$ cat src/rtl/flags_pkg.sv
// Shared constants and types for the NZCV status register and condition evaluation.
package flags_pkg;

    localparam int unsigned FLAGS_W    = 4;
    localparam int unsigned COND_W     = 4;
    localparam int unsigned CTRL_W     = 4;

    localparam int unsigned FLAG_Z     = 3;
    localparam int unsigned FLAG_N     = 2;
    localparam int unsigned FLAG_C     = 1;
    localparam int unsigned FLAG_V     = 0;

    localparam int unsigned CTRL_SUB   = 0;
    localparam int unsigned CTRL_LOGIC = 1;

    typedef enum logic [COND_W-1:0] {
        EQ, NE, CS, CC, MI, PL, VS, VC,
        HI, LS, GE, LT, GT, LE, AL, NV
    } cond_e;

    // Bit order matches the FLAGS bus: {Z,N,C,V}
    typedef struct packed {
        logic z;
        logic n;
        logic c;
        logic v;
    } flags_t;

endpackage

$ cat src/rtl/flags_status_reg_cond_eval.sv
// ARM-style condition-code evaluation of a 4-bit {Z,N,C,V} flag set; purely combinational.
module cond_eval
    import flags_pkg::*;
(
    input  logic [FLAGS_W-1:0] flags_i,
    input  logic [COND_W-1:0]  cond_i,
    output logic               pass_o
);

    flags_t f;
    assign f = flags_t'(flags_i);

    always_comb begin
        pass_o = 1'b0;
        case (cond_e'(cond_i))
            EQ: pass_o = f.z;
            NE: pass_o = ~f.z;
            CS: pass_o = f.c;
            CC: pass_o = ~f.c;
            MI: pass_o = f.n;
            PL: pass_o = ~f.n;
            VS: pass_o = f.v;
            VC: pass_o = ~f.v;
            HI: pass_o = f.c & ~f.z;
            LS: pass_o = ~f.c | f.z;
            GE: pass_o = (f.n == f.v);
            LT: pass_o = (f.n != f.v);
            GT: pass_o = ~f.z & (f.n == f.v);
            LE: pass_o = f.z | (f.n != f.v);
            AL: pass_o = 1'b1;
            NV: pass_o = 1'b0;
            default: pass_o = 1'b0;
        endcase
    end

endmodule

$ cat src/rtl/flags_status_reg.sv
// Registered NZCV status register with sticky C/V, saturating overflow counter,
// flag restore port and condition-code evaluation on the registered flags.
module flags_status_reg
    import flags_pkg::*;
#(
    parameter int unsigned N_b         = 32,
    parameter int unsigned CNT_W       = 8,
    parameter int unsigned PRESERVE_CV = 1
) (
    input  logic               clk,
    input  logic               rst_n,
    input  logic [N_b-1:0]     A,
    input  logic [N_b-1:0]     B,
    input  logic [N_b-1:0]     SUM,
    input  logic [N_b-1:0]     result,
    input  logic               Cout,
    input  logic [CTRL_W-1:0]  ALUControl,
    input  logic               in_valid,
    input  logic               set_flags,
    input  logic               flag_wr,
    input  logic [FLAGS_W-1:0] flag_wdata,
    input  logic               clear_sticky,
    input  logic [COND_W-1:0]  cond,
    output logic [FLAGS_W-1:0] FLAGS,
    output logic               cond_pass,
    output logic               out_valid,
    output logic               sticky_v,
    output logic               sticky_c,
    output logic [CNT_W-1:0]   ovf_count
);

    localparam logic [CNT_W-1:0] CNT_MAX = '1;

    flags_t           flags_q, flags_d, flags_n;
    logic             out_valid_q, out_valid_d;
    logic             sticky_v_q, sticky_v_d;
    logic             sticky_c_q, sticky_c_d;
    logic [CNT_W-1:0] cnt_q, cnt_d;
    logic             capture;
    logic             is_logic;

    // Only the msb of the operands/sum and the low control bits feed the flags
    logic unused_inputs;
    assign unused_inputs = ^{A[N_b-2:0], B[N_b-2:0], SUM[N_b-2:0], ALUControl[CTRL_W-1:2]};

    assign capture  = in_valid & set_flags & ~flag_wr;
    assign is_logic = ALUControl[CTRL_LOGIC];

    // Candidate flags from the datapath, with C/V optionally held across logic ops
    always_comb begin
        flags_n.z = (result == '0);
        flags_n.n = result[N_b-1];
        flags_n.c = ~is_logic & Cout;
        flags_n.v = ~(ALUControl[CTRL_SUB] ^ A[N_b-1] ^ B[N_b-1])
                    & (A[N_b-1] ^ SUM[N_b-1]) & ~is_logic;
        if ((PRESERVE_CV != 0) && is_logic) begin
            flags_n.c = flags_q.c;
            flags_n.v = flags_q.v;
        end
    end

    // Next-state: restore beats capture; clear_sticky applies before a same-cycle capture
    always_comb begin
        flags_d     = flags_q;
        out_valid_d = capture | flag_wr;
        sticky_v_d  = sticky_v_q;
        sticky_c_d  = sticky_c_q;
        cnt_d       = cnt_q;

        if (flag_wr) begin
            flags_d = flags_t'(flag_wdata);
        end else if (capture) begin
            flags_d = flags_n;
        end

        if (clear_sticky) begin
            sticky_v_d = 1'b0;
            sticky_c_d = 1'b0;
            cnt_d      = '0;
        end

        if (capture) begin
            sticky_v_d = sticky_v_d | flags_n.v;
            sticky_c_d = sticky_c_d | flags_n.c;
            if (flags_n.v && (cnt_d != CNT_MAX)) begin
                cnt_d = cnt_d + CNT_W'(1);
            end
        end
    end

    always_ff @(posedge clk or negedge rst_n) begin
        if (!rst_n) begin
            flags_q     <= '0;
            out_valid_q <= 1'b0;
            sticky_v_q  <= 1'b0;
            sticky_c_q  <= 1'b0;
            cnt_q       <= '0;
        end else begin
            flags_q     <= flags_d;
            out_valid_q <= out_valid_d;
            sticky_v_q  <= sticky_v_d;
            sticky_c_q  <= sticky_c_d;
            cnt_q       <= cnt_d;
        end
    end

    assign FLAGS     = flags_q;
    assign out_valid = out_valid_q;
    assign sticky_v  = sticky_v_q;
    assign sticky_c  = sticky_c_q;
    assign ovf_count = cnt_q;

    cond_eval u_cond_eval (
        .flags_i (flags_q),
        .cond_i  (cond),
        .pass_o  (cond_pass)
    );

endmodule
$ cat config.mk
export PLATFORM = sky130hd
export DESIGN_NAME = flags_status_reg
export DESIGN_NICKNAME = d
export VERILOG_FILES = /design/src/rtl/flags_pkg.sv /design/src/rtl/flags_status_reg_cond_eval.sv /design/src/rtl/flags_status_reg.sv
export SDC_FILE = /design/constraint.sdc
export NUM_CORES = 1
export LEC_CHECK = 0
export CORE_ASPECT_RATIO = 2
export CORE_MARGIN = 5
export CORE_UTILIZATION = 30
export DETAILED_ROUTE_END_ITERATION = 12
export DONT_BUFFER_PORTS = 1
export SETUP_SLACK_MARGIN = 0.5
export SYNTH_ARGS = -nofsm -noshare
export SYNTH_HDL_FRONTEND = slang
export SYNTH_SLANG_ARGS = --single-unit
export TNS_END_PERCENT = 5
$ cat constraint.sdc
create_clock -name clk -period 2.9 [get_ports clk]
set_input_delay 0.145 -clock clk [delete_from_list [all_inputs] [get_ports clk]]
set_output_delay 0.145 -clock clk [all_outputs]
set_load 0.005 [all_outputs]
==> flow_summary_export.csv, run 1 <==
group,metric,value,unit
placement,hpwl,2.17,mm
synthesis,ys_seq_elements,15,
worst_setup_path,reg2reg_from,"ovf_count[0]$_DFF_PN0_",
finish,drive_gt1_frac,0.0727,
clock_tree,cts_buffers,3,
timing,max-slew-margin-rel,0.523,
grt,grt_pass1_wl,4.24,mm
worst_setup_path,path_max_fanout,5,
clock_tree,cts.sinks,15,
grt,grt_pass1_vias,888,
grt,antenna_found_initial,0,
worst_setup_path,critPathLaunchType,"flip-flop",
synthesis,synth_warnings,0,
finish,register_area,375,sq um
run,drv_cap,0,
hold_path,holdPathStages,1,
worst_setup_path,crit_arrival,1890,ps
run_status,outcome,"finished clean",
drt,dr_total_vias,850,
pwr,peakVddDrop,0.235,mV
grt,grt_max_degree,16,
synthesis,synth_cells,105,
floorplanning,die_h,90.2,um
grt,track_usage,0.116,
worst_setup_path,worst_setup_path_end_kind,"flip-flop",
clock_tree,clock_latency,240,ps
synthesis,synth.area.mux_share,0.0908,
timing,setup-violations-final,0,
finish,final_cell_mix,"dfrtp_1, nand2_1, nor2_1, nor4_1, o21ai_0",
drt,drc,0,
synthesis,synth_nets,253,
finish,multiInputGateArea,558,sq um
clock_tree,cts_max_level,1,
timing,fin_setup_tns,0,ps
synthesis,synthAdderAreaFrac,0.0130,
grt,busiest_layer,"met2",
drt,drt-total-wl,2.69,mm
finish,fillers,330,
placement,gp_congestion,0.739,
finish,n_antenna_cell,0,
grt,overflow,0,
clock_tree,clk_pin_slew_worst_paths,60,ps
timing,hold_violations,0,
synthesis,synth_top_family_by_area,"simple AND/OR/NAND/NOR gates",
drt,drt_iter0_drc,9,
grt,use_met2,0.211,
floorplanning,num_rows,29,
synthesis,synth_compound_area_frac,0.115,
timing,min_period_over_period,0.606,
timing,slew_viol_final,0,
synthesis,syn_avg_cell_area,9.19,sq um
hold_path,hold_start,"clear_sticky",
pwr,power_density,424,nW/um^2
finish,final_common_cell,"dfrtp_1",
timing,rsz0062_at_grt,"no",
timing,worst_pin_slew,714,ps
hold_path,min_path_type,"input pin to flip-flop",
pwr,power.leakage,0.420,nW
finish,final_nets,259,
timing,finClkSkew,3.12,ps
clock_tree,cts_tree,"built",
drt,wire_per_inst,19.0,um
worst_setup_path,path_class,"flip-flop to flip-flop",
finish,area_delta_synth_final,11.2,%
timing,clock.fmax,569,MHz
floorplanning,pin_count,163,
worst_setup_path,critPathRequiredTime,3030,ps
clock_tree,clock_path_buffers,2,
placement,port-buffer-count,0,
grt,use_met1,0.128,
finish,post-route-util,0.340,
timing,final.min_clock_period,1760,ps
synthesis,yosys.area_share.xor_xnor,0.0726,
synthesis,syn_area,965,sq um
clock_tree,clockRootBuffer,"clkbuf_8",
floorplanning,die-area,4520,sq um
synthesis,ys_seq_area_frac,0.389,
drt,drtPass1Iterations,2,
synthesis,synthSimpleGateAreaFrac,0.287,
clock_tree,post_cts_buffers,0,
floorplanning,fp.dieW,50.1,um
drt,ant_nets,0,
worst_setup_path,r2r_slack,1140,ps
worst_setup_path,reg2regPathDepth,6,
synthesis,yosysUniqueCellTypes,37,
grt,grtUsageMet3,0.0331,
worst_setup_path,reg2reg_to,"ovf_count[1]$_DFF_PN0_",
hold_path,holdPathEnd,"sticky_c$_DFF_PN0_",
floorplanning,start_util,0.306,
floorplanning,core,3160,sq um
drt,routed_via_density,6.03,
routing by layer:
metal / vias to the layer above / wire length [um]
met5: - / 0
li1: 392 / -
met4: 0 / 6
met1: 392 / 973
met2: 64 / 1370
met3: 2 / 335
metrics by stage:
step	area [sq um]	power (mW)	setup slack [ps]	std cells	hold slack (ps)
floorplan	965	0.277	1370	105	-151
detailed placement	987	0.284	1150	133	-150
CTS	1060	0.459	1130	140	1.74
finish	1070	0.455	1140	141	1.60
global route	1070	0.477	981	141	11.4
global placement	987	0.282	1180	133	-150
synth_stat cells, drive strengths merged:
cell type / number / area (sq um)
and3b: 1 / 8.76
nor3b: 2 / 15.0
clkbuf: 1 / 3.75
mux2: 1 / 11.3
nand4: 2 / 12.5
nor3: 3 / 20.0
a21oi: 3 / 15.0
inv: 4 / 15.0
nand3: 3 / 15.0
o2111ai: 2 / 17.5
or3: 1 / 6.26
o31ai: 2 / 15.0
buf: 2 / 12.5
mux2i: 5 / 53.8
xnor2: 5 / 43.8
and3: 2 / 12.5
a21boi: 1 / 7.51
o32ai: 1 / 8.76
ha: 1 / 12.5
nand2: 8 / 30.0
xor2: 3 / 26.3
and4b: 1 / 10.0
or2b: 2 / 15.0
or4: 1 / 7.51
o211ai: 1 / 7.51
dfrtp: 15 / 375
nor2b: 3 / 18.8
nor4: 8 / 50.1
o21ai: 8 / 40.0
nor2: 9 / 36.3
nand2b: 3 / 18.8
mux4: 1 / 22.5
where the power goes:
| part | internal (mW) | switching (mW) | total [mW] |
|---|---|---|---|
| logic | 0.0288 | 0.0283 | 0.0571 |
| clock network | 0.0970 | 0.0699 | 0.167 |
| registers | 0.218 | 0.0124 | 0.231 |
sequential cells by signal, indices dropped and copies added (netlist names):
name and count:
out_valid 1, ovf_count 8, sticky_c 1, FLAGS 4, sticky_v 1
worst max path at each step:
stage | to | depth (start not counted) | startpoint
after floorplan | ovf_count[1]$_DFF_PN0_ | 6 | ovf_count[1]$_DFF_PN0_
after global placement | ovf_count[1]$_DFF_PN0_ | 5 | FLAGS[0]$_DFFE_PN0P_
after detailed placement | ovf_count[1]$_DFF_PN0_ | 6 | ovf_count[0]$_DFF_PN0_
after CTS | ovf_count[1]$_DFF_PN0_ | 6 | ovf_count[0]$_DFF_PN0_
after global routing | ovf_count[1]$_DFF_PN0_ | 6 | ovf_count[0]$_DFF_PN0_
final | ovf_count[1]$_DFF_PN0_ | 6 | ovf_count[0]$_DFF_PN0_
final cells by class:
| type | instances | area share |
|---|---|---|
| Multi-Input combinational cell | 83 | 0.520 |
| Sequential cell | 15 | 0.350 |
| Clock buffer | 4 | 0.0420 |
| Timing Repair Buffer | 4 | 0.0373 |
| Tap cell | 31 | 0.0362 |
| Inverter | 4 | 0.0140 |
worst max-delay path: stages, from the launching register on:
cell	delay, ps
dfrtp_1	370
nor2b_1	210
ha_1	270
nand2_1	70
o21ai_1	310
nor2_1	120
mux2_2	290
cells by family (layout without fill, tap and decap cells):
logic type	after synthesis	in the layout
flip-flops	15	15
adder cells (fa/ha/maj)	1	1
buffers and inverters	7	12
AO/OA/AOI/OAI	18	18
AND/OR/NAND/NOR	49	49
multiplexers	7	7
XOR/XNOR	8	8
repair_timing:
action                    in CTS  in global routing
resized for setup              0                  0
hold buffers                   3                  1
hold endpoints to repair      20                  1
No activity file was read; power rests on OpenSTA's default activity.
==> inputs of run 2 (changes only) <==
- clock period: 2.9 -> 1.7 ns (I/O delays scaled with it)
==> run 2 against run 1 <==
Net effect:
- flip-flop and latch count unchanged
- worst hold slack got worse by 1.1 ps
- die area unchanged
- critical path depth decreased by 2
- sequential share of layout area decreased by 4.8 points
- final area increased by 16%
- clock power increased by 69%
- critical endpoint is now cond_pass
==> flow_summary_export.csv, run 2 (synthesis results as in run 1) <==
group,metric,value,unit
worst_setup_path,critPathBufInv,1,
timing,final.min_clock_period,1630,ps
worst_setup_path,path_class,"flip-flop to output port",
worst_setup_path,critPathRequiredTime,1620,ps
grt,grt_max_degree,16,
floorplanning,fp.dieW,50.1,um
pwr,power.leakage,0.467,nW
placement,dp_slack,83.8,ps
timing,min_period_over_period,0.961,
timing,worst_pin_slew,667,ps
worst_setup_path,crit_family,"multiplexers",
finish,register_area,377,sq um
worst_setup_path,max_stage_delay,460,ps
hold_path,min_path_type,"input pin to flip-flop",
placement,hpwl,2.36,mm
grt,grt_pass1_wl,4.44,mm
worst_setup_path,crit_slowest_cell,"mux4_2",
worst_setup_path,critPathLaunchType,"flip-flop",
timing,rsz0062_at_grt,"yes",
clock_tree,cts_tree,"built",
timing,finClkSkew,0.825,ps
clock_tree,clk_pin_slew_worst_paths,60,ps
worst_setup_path,r2r_slack,70,ps
drt,routed_via_density,6.06,
clock_tree,clockRootBuffer,"clkbuf_8",
grt,grt_pass1_vias,945,
run_status,outcome,"finished clean",
drt,drt-total-wl,2.95,mm
floorplanning,pin_count,163,
finish,drive_gt1_frac,0.252,
clock_tree,clock_latency,250,ps
finish,final_common_cell,"dfrtp_1",
drt,dr_total_vias,885,
clock_tree,cts.sinks,15,
clock_tree,post_cts_buffers,0,
drt,wire_per_inst,20.2,um
drt,drt_iter0_drc,20,
drt,drc,0,
pwr,peakVddDrop,0.485,mV
clock_tree,clock_path_buffers,2,
floorplanning,num_rows,29,
worst_setup_path,worst_setup_path_end_kind,"output port",
timing,fin_ws,65.5,ps
timing,setup-violations-final,0,
grt,track_usage,0.124,
worst_setup_path,crit_arrival,1550,ps
timing,slew_viol_final,0,
floorplanning,die-area,4520,sq um
finish,largest_reg_flops,8,
floorplanning,core,3160,sq um
run,drv_cap,0,
timing,hold_violations,0,
finish,fillers,305,
worst_setup_path,reg2reg_to,"ovf_count[4]$_DFF_PN0_",
placement,port-buffer-count,0,
finish,n_antenna_cell,0,
worst_setup_path,reg2regPathDepth,6,
worst_setup_path,critPathLaunch,"FLAGS[0]$_DFFE_PN0P_",
floorplanning,start_util,0.306,
worst_setup_path,reg2reg_from,"ovf_count[0]$_DFF_PN0_",
placement,dp.cells,136,
grt,antenna_found_initial,0,
finish,finalNonFillerCells,146,
finish,multiInputGateArea,682,sq um
floorplanning,die_h,90.2,um
worst_setup_path,cp.depth,4,
clock_tree,cts_buffers,3,
drt,ant_nets,0,
timing,clock.fmax,612,MHz
pwr,power_density,644,nW/um^2
finish,area_delta_synth_final,29.1,%
worst_setup_path,path_max_fanout,4,
finish,final_cell_mix,"dfrtp_1, nor4_1, nand2_1",
hold_path,holdPathStages,2,
finish,final_nets,264,
worst_setup_path,path_cells,"buf_6 -> mux4_2 -> mux2i_1 -> xnor2_1",
timing,max-slew-margin-rel,0.554,
worst_setup_path,worstSetupEndpoint,"cond_pass",
drt,drtPass1Iterations,4,
grt,overflow,0,
clock_tree,cts_max_level,1,
placement,gp_congestion,0.775,
-- run 2: cell types whose count changed in the layout (fill, tap and decap cells not counted), moves of 2 or more --
| cell | previous run | this run |
|---|---|---|
| nor2_1 | 8 | 6 |
| nor2_4 | 0 | 2 |
| buf_4 | 0 | 2 |
| a21oi_2 | 0 | 2 |
| nor2b_1 | 3 | 1 |
| a21oi_1 | 3 | 1 |
| dlygate4sd3_1 | 4 | 6 |
| nor2b_4 | 0 | 2 |
-- run 2: metrics by stage --
step / utilization / hold slack, ps / cell area [sq um] / power [mW] / setup TNS, ps
floorplan: - / -211 / 992 / 0.476 / 0
global placement: 0.329 / -210 / 1040 / 0.493 / 0
detailed placement: 0.329 / -210 / 1040 / 0.496 / 0
CTS: 0.363 / 0.608 / 1150 / 0.806 / 0
global route: 0.394 / 14.6 / 1240 / 0.844 / -18.0
finish: 0.394 / 0.530 / 1240 / 0.801 / 0
-- run 2: power by group --
group | leakage [nW] | internal [mW] | switching [mW] | total, mW
sequential | 0.197 | 0.373 | 0.0182 | 0.391
clock | 0.0255 | 0.162 | 0.121 | 0.283
combinational | 0.245 | 0.0644 | 0.0623 | 0.127
total | 0.467 | 0.599 | 0.202 | 0.801
-- run 2: timing repair --
item	4_1_cts	5_1_grt
pin swaps	1	19
setup endpoints to repair	9	9
gates cloned	0	0
hold buffers	6	0
hold endpoints to repair	26	0
gates resized for setup	1	22
-- run 2: metal layers --
| layer | part of all wire | wire (um) | track usage | vias up |
|---|---|---|---|---|
| met4 | 0.0071 | 21 | 0.0328 | 0 |
| met3 | 0.14 | 412 | 0.0530 | 2 |
| met1 | 0.30 | 898 | 0.125 | 408 |
| met5 | 0 | 0 | 0 | - |
| met2 | 0.55 | 1620 | 0.223 | 71 |
| li1 | - | - | - | 404 |
-- run 2: worst min-delay path by stage --
stage	startpoint	to	slack, ps
finish	flag_wdata[1]	FLAGS[1]$_DFFE_PN0P_	0.5
CTS	flag_wdata[1]	FLAGS[1]$_DFFE_PN0P_	0.6
global route	flag_wdata[1]	FLAGS[1]$_DFFE_PN0P_	10
detailed placement	rst_n	ovf_count[1]$_DFF_PN0_	-210
global placement	rst_n	ovf_count[0]$_DFF_PN0_	-210
floorplan	rst_n	FLAGS[0]$_DFFE_PN0P_	-210
-- run 2: layout make-up --
type                    count  share of cell area
clock inverters             1             0.00402
multi-input cells          83               0.548
inverters                   4              0.0121
repair buffers              9              0.0693
flip-flops and latches     15               0.303
clock buffers               3              0.0332
well taps                  31              0.0312
